### src/rtl/fp_csub_pkg.sv
// rtl/fp_csub_pkg.sv - shared widths, defaults and stage-1 payload type for fp_csub_pipe
package fp_csub_pkg;

  localparam int DEF_EXP_W  = 8;
  localparam int DEF_MAN_W  = 23;
  localparam int DEF_GRD_W  = 3;
  localparam int DEF_SIDE_W = 31;

  localparam int FLT_W = DEF_EXP_W + DEF_MAN_W;
  localparam int SIG_W = DEF_MAN_W + DEF_GRD_W + 1;

  // Constant C = 1.5 in the default format
  localparam int                    C15_EXP = 127;
  localparam logic [DEF_MAN_W-1:0]  C15_MAN = 23'h400000;

  // Stage-1 payload for the default configuration
  typedef struct packed {
    logic [SIG_W-1:0]      diff;
    logic                  neg;
    logic                  err;
    logic [DEF_SIDE_W-1:0] side;
  } s1_payload_t;

  function automatic int flt_w(input int exp_w, input int man_w);
    return exp_w + man_w;
  endfunction

  function automatic int sig_w(input int man_w, input int grd_w);
    return man_w + grd_w + 1;
  endfunction

endpackage

### src/rtl/fp_csub_norm.sv
// rtl/fp_csub_norm.sv - combinational normaliser: leading-zero count, shift, exponent adjust, rounding
// Build option: FP_CSUB_RNE_EN selects round-to-nearest-even; otherwise the guard bits are truncated.
module fp_csub_norm
  import fp_csub_pkg::*;
#(
  parameter int EXP_W = DEF_EXP_W,
  parameter int MAN_W = DEF_MAN_W,
  parameter int GRD_W = DEF_GRD_W,
  parameter int C_EXP = C15_EXP
) (
  input  logic [MAN_W+GRD_W:0]   diff_i,
  output logic [EXP_W+MAN_W-1:0] res_o
);

  localparam int S_W  = sig_w(MAN_W, GRD_W);
  localparam int LZ_W = $clog2(S_W + 1);
  localparam int E_W  = EXP_W + 2;

  logic [LZ_W-1:0]  lz;
  logic [S_W-1:0]   norm;
  logic [E_W-1:0]   e_ext;
  logic [MAN_W-1:0] man_t;
  logic [MAN_W-1:0] man_r;
  logic [EXP_W-1:0] exp_r;
  logic             flush;
  logic             unused_bits;

  // Leading-zero count: scanning upward, the highest set bit determines lz
  always_comb begin
    lz = LZ_W'(S_W);
    for (int i = 0; i < S_W; i++) begin
      if (diff_i[i]) lz = LZ_W'(S_W - 1 - i);
    end
  end

  // Hidden bit lands at the MSB; the result exponent is the constant's minus the shift.
  // The extra top bit of e_ext is a borrow, flagging an exponent at or below zero.
  assign norm  = diff_i << lz;
  assign e_ext = E_W'(C_EXP) - E_W'(lz);
  assign flush = (diff_i == '0) || e_ext[E_W-1] || (e_ext == '0);
  assign man_t = norm[S_W-2:GRD_W];

`ifdef FP_CSUB_RNE_EN
  logic             guard;
  logic             rest;
  logic             rnd_up;
  logic [MAN_W:0]   man_inc;

  assign guard   = norm[GRD_W-1];
  assign rest    = |norm[GRD_W-2:0];
  assign rnd_up  = guard & (rest | man_t[0]);
  assign man_inc = {1'b0, man_t} + {{MAN_W{1'b0}}, rnd_up};
  // A carry out of the mantissa leaves it all zeros and bumps the exponent
  assign man_r   = man_inc[MAN_W-1:0];
  assign exp_r   = e_ext[EXP_W-1:0] + {{(EXP_W-1){1'b0}}, man_inc[MAN_W]};
  assign unused_bits = norm[S_W-1] ^ e_ext[EXP_W];
`else
  assign man_r   = man_t;
  assign exp_r   = e_ext[EXP_W-1:0];
  assign unused_bits = norm[S_W-1] ^ e_ext[EXP_W] ^ (^norm[GRD_W-1:0]);
`endif

  assign res_o = flush ? '0 : {exp_r, man_r};

endmodule

### src/rtl/fp_csub_pipe.sv
// rtl/fp_csub_pipe.sv - two-stage pipelined unsigned float C - x with sideband, stall and error chain
// Build option: FP_CSUB_RNE_EN enables round-to-nearest-even in the normalise stage.
module fp_csub_pipe
  import fp_csub_pkg::*;
#(
  parameter int               EXP_W  = DEF_EXP_W,
  parameter int               MAN_W  = DEF_MAN_W,
  parameter int               GRD_W  = DEF_GRD_W,
  parameter int               C_EXP  = C15_EXP,
  parameter logic [MAN_W-1:0] C_MAN  = C15_MAN,
  parameter int               SIDE_W = DEF_SIDE_W
) (
  input  logic                   clk,
  input  logic                   rstn,
  input  logic                   valid,
  input  logic [EXP_W+MAN_W-1:0] float_in,
  input  logic [SIDE_W-1:0]      side_in,
  input  logic                   error_in,
  output logic                   stall_out,
  input  logic                   backprn,
  output logic [EXP_W+MAN_W-1:0] float_out,
  output logic [SIDE_W-1:0]      side_out,
  output logic                   ready,
  output logic                   error_out
);

  localparam int F_W = flt_w(EXP_W, MAN_W);
  localparam int S_W = sig_w(MAN_W, GRD_W);

  localparam logic [EXP_W-1:0] CE     = EXP_W'(C_EXP);
  localparam logic [EXP_W-1:0] SH_MAX = EXP_W'(MAN_W + GRD_W);
  localparam logic [S_W-1:0]   C_SIG  = {1'b1, C_MAN, {GRD_W{1'b0}}};

  typedef struct packed {
    logic [S_W-1:0]    diff;
    logic              neg;
    logic              err;
    logic [SIDE_W-1:0] side;
  } s1_t;

  logic [EXP_W-1:0] x_exp;
  logic [MAN_W-1:0] x_man;
  logic             x_zero;
  logic             x_gt;
  logic [EXP_W-1:0] sh;
  logic [S_W-1:0]   x_sig;
  logic [S_W-1:0]   x_al;
  logic             lost;

  s1_t              s1_d;
  s1_t              s1_q;
  logic             s1_v_q;

  logic [F_W-1:0]    norm_res;
  logic              out_drain;
  logic              ready_q;
  logic              err_q;
  logic [F_W-1:0]    float_q;
  logic [SIDE_W-1:0] side_q;

  assign x_exp = float_in[F_W-1:MAN_W];
  assign x_man = float_in[MAN_W-1:0];

  // Stage 1 datapath: flush denormals, detect x > C, align x to C's exponent with sticky, subtract
  always_comb begin
    s1_d   = '0;
    x_zero = (x_exp == '0);
    x_gt   = !x_zero && ((x_exp > CE) || ((x_exp == CE) && (x_man > C_MAN)));
    sh     = CE - x_exp;
    x_sig  = {1'b1, x_man, {GRD_W{1'b0}}};
    lost   = |(x_sig & ~({S_W{1'b1}} << sh));
    x_al   = '0;
    if (!x_zero) begin
      if (sh > SH_MAX) x_al = {{(S_W-1){1'b0}}, 1'b1};
      else             x_al = (x_sig >> sh) | {{(S_W-1){1'b0}}, lost};
    end
    s1_d.diff = x_gt ? '0 : C_SIG - x_al;
    s1_d.neg  = x_gt;
    s1_d.err  = error_in;
    s1_d.side = side_in;
  end

  // The output register frees up when it is empty or its word is taken this cycle
  assign out_drain = !ready_q || !backprn;
  assign stall_out = s1_v_q && !out_drain;

  // Stage 1 register: loads whenever it is empty or can pass its word forward
  always_ff @(posedge clk or negedge rstn) begin
    if (!rstn) begin
      s1_v_q <= 1'b0;
      s1_q   <= '0;
    end else if (!stall_out) begin
      s1_v_q <= valid;
      if (valid) s1_q <= s1_d;
    end
  end

  fp_csub_norm #(
    .EXP_W (EXP_W),
    .MAN_W (MAN_W),
    .GRD_W (GRD_W),
    .C_EXP (C_EXP)
  ) u_norm (
    .diff_i (s1_q.diff),
    .res_o  (norm_res)
  );

  // Stage 2 / output register: holds its word while downstream applies backpressure
  always_ff @(posedge clk or negedge rstn) begin
    if (!rstn) begin
      ready_q <= 1'b0;
      err_q   <= 1'b0;
      float_q <= '0;
      side_q  <= '0;
    end else if (out_drain) begin
      ready_q <= s1_v_q;
      if (s1_v_q) begin
        float_q <= s1_q.neg ? '0 : norm_res;
        side_q  <= s1_q.side;
        err_q   <= s1_q.err | s1_q.neg;
      end
    end
  end

  assign ready     = ready_q;
  assign error_out = err_q;
  assign float_out = float_q;
  assign side_out  = side_q;

endmodule
### config.mk
export PLATFORM = sky130hd
export DESIGN_NAME = fp_csub_pipe
export DESIGN_NICKNAME = d
export VERILOG_FILES = /design/src/rtl/fp_csub_pkg.sv /design/src/rtl/fp_csub_norm.sv /design/src/rtl/fp_csub_pipe.sv
export SDC_FILE = /design/constraint.sdc
export NUM_CORES = 1
export LEC_CHECK = 0
export CAP_MARGIN = 20
export CORE_UTILIZATION = 32
export CTS_BUF_LIST = sky130_fd_sc_hd__clkbuf_4
export DETAILED_ROUTE_END_ITERATION = 10
export SLEW_MARGIN = 15
export SYNTH_ARGS = -nofsm -noshare
export SYNTH_HDL_FRONTEND = slang
export SYNTH_SLANG_ARGS = --single-unit
export TNS_END_PERCENT = 5
### constraint.sdc
create_clock -name clk -period 3.03 [get_ports clk]
set_clock_uncertainty 0.05 [all_clocks]
set_input_delay 0.909 -clock clk [delete_from_list [all_inputs] [get_ports clk]]
set_output_delay 0.909 -clock clk [all_outputs]
set_load 0.05 [all_outputs]
After elaboration in Yosys (flattened, before gate mapping)
Index checks and enable logic that the tools add are counted.
{"block": "totals", "regBits": 125, "elab_cells": 73}
{"block": "classes", "add_sub_neg": 3, "order_cmp": 3, "n_eq_ne": 1, "shifts": 3, "n_mux": 32, "bitwise": 5, "n_reduce_logical": 17}
{"op": "2-to-1 mux 27 bit", "n": 3}
{"op": "2-to-1 mux 5 bit", "n": 16}
{"op": "2-to-1 mux 31 bit", "n": 2}
{"op": "2-to-1 mux 4 bit", "n": 8}
{"op": "bitwise AND 27 bit", "n": 1}
{"op": "zero test 27 bit", "n": 1}
{"op": "NOT 27 bit", "n": 1}
{"op": "bitwise OR 27 x 1 -> 27 bit", "n": 1}
{"op": "OR reduction 27 bit", "n": 1}
{"op": "<< shifter 27 x 5 -> 26 bit", "n": 1}
{"op": "<< shifter 27 x 8 -> 27 bit (first input constant)", "n": 1}
{"op": "right shift 27 x 8 -> 27 bit", "n": 1}
{"op": "subtractor 27 bit (first input constant)", "n": 1}
{"op": "greater-than comparator 23 bit (second input constant)", "n": 1}
{"op": "zero test 10 bit", "n": 1}
{"op": "== test 8 x 7 -> 1 bit (second input constant)", "n": 1}
{"op": "greater-than comparator 8 x 5 -> 1 bit (second input constant)", "n": 1}
{"op": "greater-than comparator 8 x 7 -> 1 bit (second input constant)", "n": 1}
{"op": "zero test 8 bit", "n": 1}
{"op": "subtractor 7 x 5 -> 8 bit (first input constant)", "n": 1}
{"op": "subtractor 7 x 8 -> 8 bit (first input constant)", "n": 1}
{"op": "zero test 1 bit", "n": 4}
{"op": "logical OR 1 bit", "n": 4}
{"op": "2-to-1 mux 2 bit", "n": 2}
{"op": "other kinds (5)", "n": 8}

Longest topological paths before layout
{"block": "depth", "word_depth": 32, "depth_mapped": 15, "ltp_nobuf": 12}

Modules after synthesis
A second synthesis with hierarchy kept.
{"block": "hier_totals", "cells_unflattened": 994, "area_unflattened_um2": 9197.6}
{"module": "fp_csub_pipe", "n_inst": 1, "cells_per_inst": 750, "area_each_um2": 7537.2}
{"module": "fp_csub_norm", "n_inst": 1, "cells_per_inst": 244, "area_each_um2": 1660.3}

Worst setup path before layout
OpenSTA, ideal clock, no wires.
{"block": "synth_path", "kind": "input port to flip-flop", "from": "in float_in[25]", "to": "reg s1_q[59] (netlist name)", "setup_ns": 0.126, "t_arrival_ns": 3.729, "required_ns": 2.854, "setup_slack_ns": -0.876, "path_stages": 15, "n_path_buf": 3, "path_cell_list": "buf_2 > buf_1 > buf_1 > nor3_1 > o31ai_1 > o2111ai_1 > a21oi_1 > nand4_1 > nand2_1 > ha_1 > nand3_1 > nor4_1 > nand4_1 > mux2i_1 > a221o_1"}
{"block": "synth_between", "elab_chain_cells": 10, "elab_cells_between_ends": 19}
{"item": "from (decl)", "line": "fp_csub_pipe.sv:16", "source": "input logic [EXP_W+MAN_W-1:0] float_in,"}
{"item": "subtractor 7 x 8 -> 8 bit", "line": "fp_csub_pipe.sv:69", "source": "sh = CE - x_exp;"}
{"item": "<< shifter 27 x 8 -> 27 bit", "line": "fp_csub_pipe.sv:71", "source": "lost = |(x_sig & ~({S_W{1'b1}} << sh));"}
{"item": "NOT 27 bit", "line": "fp_csub_pipe.sv:71"}
{"item": "bitwise AND 27 bit", "line": "fp_csub_pipe.sv:71"}
{"item": "OR reduction 27 bit", "line": "fp_csub_pipe.sv:71"}
{"item": "bitwise OR 27 x 1 -> 27 bit", "line": "fp_csub_pipe.sv:75", "source": "else x_al = (x_sig >> sh) | {{(S_W-1){1'b0}}, lost};"}
{"item": "2-to-1 mux 27 bit", "line": "fp_csub_pipe.sv:74", "source": "if (sh > SH_MAX) x_al = {{(S_W-1){1'b0}}, 1'b1};"}
{"item": "2-to-1 mux 27 bit", "line": "fp_csub_pipe.sv:73", "source": "if (!x_zero) begin"}
{"item": "subtractor 27 bit", "line": "fp_csub_pipe.sv:77", "source": "s1_d.diff = x_gt ? '0 : C_SIG - x_al;"}
{"item": "2-to-1 mux 27 bit *", "line": "fp_csub_pipe.sv:77"}
{"item": "to (signal assigned)", "line": "fp_csub_pipe.sv:91", "source": "s1_q <= '0;"}
{"item": "to (signal assigned)", "line": "fp_csub_pipe.sv:94", "source": "if (valid) s1_q <= s1_d;"}
{"item": "to (decl)", "line": "fp_csub_pipe.sv:51", "source": "s1_t s1_q;"}
Every way passes the cells marked *; elsewhere a longest branch is shown, timed or not.
A chain may end at the register's enable or synchronous reset.

Final worst setup path
{"block": "layout_path", "from": "in float_in[15]", "to": "reg s1_q[59] (netlist name)"}
{"block": "layout_between", "elab_chain_cells": 7, "elab_cells_between_ends": 12}
{"item": "branches (longest 6 deep; another with subtractor 27 bit)"}
{"item": "2-to-1 mux 27 bit *", "line": "fp_csub_pipe.sv:77"}
Every way passes the cells marked *.

==> metrics <==
Final WS setup -210 ps; clk_lat worst skew 530 ps; Avg WL per Cell 17.0 um; syn_nets ~1k; Routed Wire Length 27.8 mm; antenna diode count 0; leakage 5.69 nW; CP max stage cell mux4_2; DIE AREA approximately 0.027 mm^2; Die Y roughly 160 um; Power Dens Cells 520 mW/mm^2; Overflow after GRT 0; Synth cell types 78; critical path's top delay family multiplexers; cells after synthesis 934; reg2reg path depth 10; CP dominant cell by count buf_6; post-layout min period 3240 ps; RR Endpoint float_out[15]$_DFFE_PN0P_; pre-CTS setup slack -1270 ps; Seq/Total Area, Yosys 36.3%; most frequent cells in the layout buf_4, dfrtp_1, clkdlybuf4s50_1; Post-Syn Area 0.00849 mm^2; # port buffers 130; Critical Path Sink s1_q[59]$_DFFE_PN0P_; Num CTS Buffers 17; count of final max-slew check failures 0; status finished with violations; Final Instance Area 0.0128 mm^2; Top FF cell, synth dfrtp_1; worst path arrival time 3610 ps; commonest non-fill, non-tap cell in the layout buf_4; fill count around 2.5k; CP Max Fanout 5; Worst-path clk slew approximately 120 ps; DR iter-0 viols 585; ys async rst share 100%; gpl congestion slightly above 0.9; Setup violations, final 25; final hold violations 0; vias about 8.7k; root buf cell clkbuf_4; Hold Path Class in2async; fin nets 1,354; Syn Area/Cell 9.09 um^2; Critical path buffers and inverters 3; Seq cells post-synth 123; I/O pins 132; DIE WIDTH 165 um; Post-DP Area between 0.01 and 0.015 mm^2; vias in the first global route 8,507; R2R setup slack 160 ps; crit start category input pin; CP peak stage delay around 450 ps; Max clock buf depth 2; Sink Count 123; initial antenna violation count 0; achievable frequency 309 MHz; Setup crit end kind register; Post-synth EDFFs 0; failing checks negative setup slack; vias per cell 5.30; Stages on worst setup path 12; largest net degree at the start of global routing 54; critical-path cell list buf_6, buf_6, mux4_2, mux2_4, a22oi_2, o21ai_2, or3_4, nor4_4, buf_4, nand4_1, mux2i_1, a221o_1; post-route ant nets 0; Slew Limit Headroom 57.3%; RSZ-0062 raised after global routing true; Critical Path Source float_in[15]; DRT Pass-1 Iters 5; worst slew pin tran 641 ps; Post-DP HPWL 21.2 mm; share of cells above drive strength 1 35.2%; Area growth syn-to-layout 51.0%; Final Cycle Share 107%; multi-input logic area around 0.0054 mm^2; CP required 3400 ps; Hold-fix buffers, CTS 0; worst r2r src s1_q[41]$_DFFE_PN0P_; Initial Utilization between 30% and 40%; H-tree depth 4; Register Area 0.00308 mm^2; critical path class in2reg; Core Box Area 0.0261 mm^2; placement row count 59; synth warn 0; CTS tree yes; GRT Util Overall about 20%; Final Util 49.2%; DRC errors left 0; Tot Pwr 6.67 mW; worst vdd ir 0.000490 V; Max Cap Violations 0; first-pass GRT wire length around 44 mm; setup TNS -2260 ps
==> report_power, final <==
| group | switching, mW | total [mW] | internal, mW |
|---|---|---|---|
| logic | 1.87 | 3.21 | 1.34 |
| registers | 0.225 | 2.19 | 1.96 |
| clock network | 0.688 | 1.28 | 0.588 |
==> per-layer routing <==
metal,up-vias,wire [um],GRT usage (%)
met1,4127,12300,25.9
met4,0,954,9.42
met3,57,1020,1.93
met5,-,0,0
li1,4209,-,-
met2,260,13500,34.8
==> layout make-up <==
type	count	area share [%]
clock inverters	15	1.46
well taps	335	3.27
inverters	17	0.498
multi-input cells	727	42.1
repair buffers	400	27.6
flip-flops and latches	123	24.0
clock buffers	17	0.995
==> per-stage QoR <==
step	hold slack [ps]	instances
3_3_place_gp	411	1571
2_1_floorplan	407	934
6_report	328	1634
4_1_cts	304	1629
5_1_grt	334	1634
3_5_place_dp	414	1571
==> synthesized netlist by cell type (10+ instances only) <==
cell type / instances / area (um^2)
nand2_1: 99 / 372
nor3_1: 21 / 105
mux2i_1: 90 / 901
o21ai_1: 13 / 65.1
mux2_2: 69 / 777
buf_2: 13 / 65.1
o211ai_1: 13 / 97.6
o21ai_0: 49 / 245
o22ai_1: 23 / 144
o221ai_1: 11 / 96.3
nor2_1: 67 / 251
a211oi_1: 10 / 75.1
a22oi_1: 10 / 75.1
nand3_1: 27 / 135
xnor2_1: 10 / 87.6
nand2b_1: 13 / 81.3
clkbuf_1: 41 / 154
inv_1: 16 / 60.1
dfrtp_1: 123 / 3080
a21oi_1: 35 / 175
==> worst reg2reg max path: cells and delay by family (launching register included) <==
family,cells,cell delay [ps]
muxes,3,620
buffers and inverters,1,190
and+or+nand+nor,3,960
AOI/OAI and AO/OA,3,540
DFF,1,430
==> what timing repair did <==
action / 4_1_cts / 5_1_grt
endpoints found under the hold margin: 0 / 0
setup endpoints to repair: 28 / 35
buffers inserted: 23 / 4
gates cloned: 3 / 1
pin swaps: 27 / 10
gates resized for setup: 108 / 32
==> sequential cells by signal (all words and copies together), names as in the netlist <==
name / count
ready: 1
error_out: 1
s1_q: 60
side_out: 31
s1_v_q: 1
float_out: 29
==> worst min-delay path by stage <==
stage | to | cells after the start
4_1_cts | float_out[9]$_DFFE_PN0P_ | 1
3_3_place_gp | float_out[26]$_DFFE_PN0P_ | 2
5_1_grt | float_out[9]$_DFFE_PN0P_ | 1
6_report | float_out[9]$_DFFE_PN0P_ | 1
2_1_floorplan | ready$_DFFE_PN0N_ | 1
3_5_place_dp | float_out[26]$_DFFE_PN0P_ | 2
==> kinds of logic after synthesis <==
kind of cell | Yosys count | share of synthesized area, %
AOI/OAI and AO/OA | 243 | 19.4
xor gates and xnor gates | 17 | 1.75
adders and majority gates | 1 | 0.147
buffers and inverters | 84 | 4.22
DFF | 123 | 36.3
muxes | 162 | 20.6
other | 1 | 0.0442
and+or+nand+nor | 303 | 17.6
(Power assumes the default switching activity.)
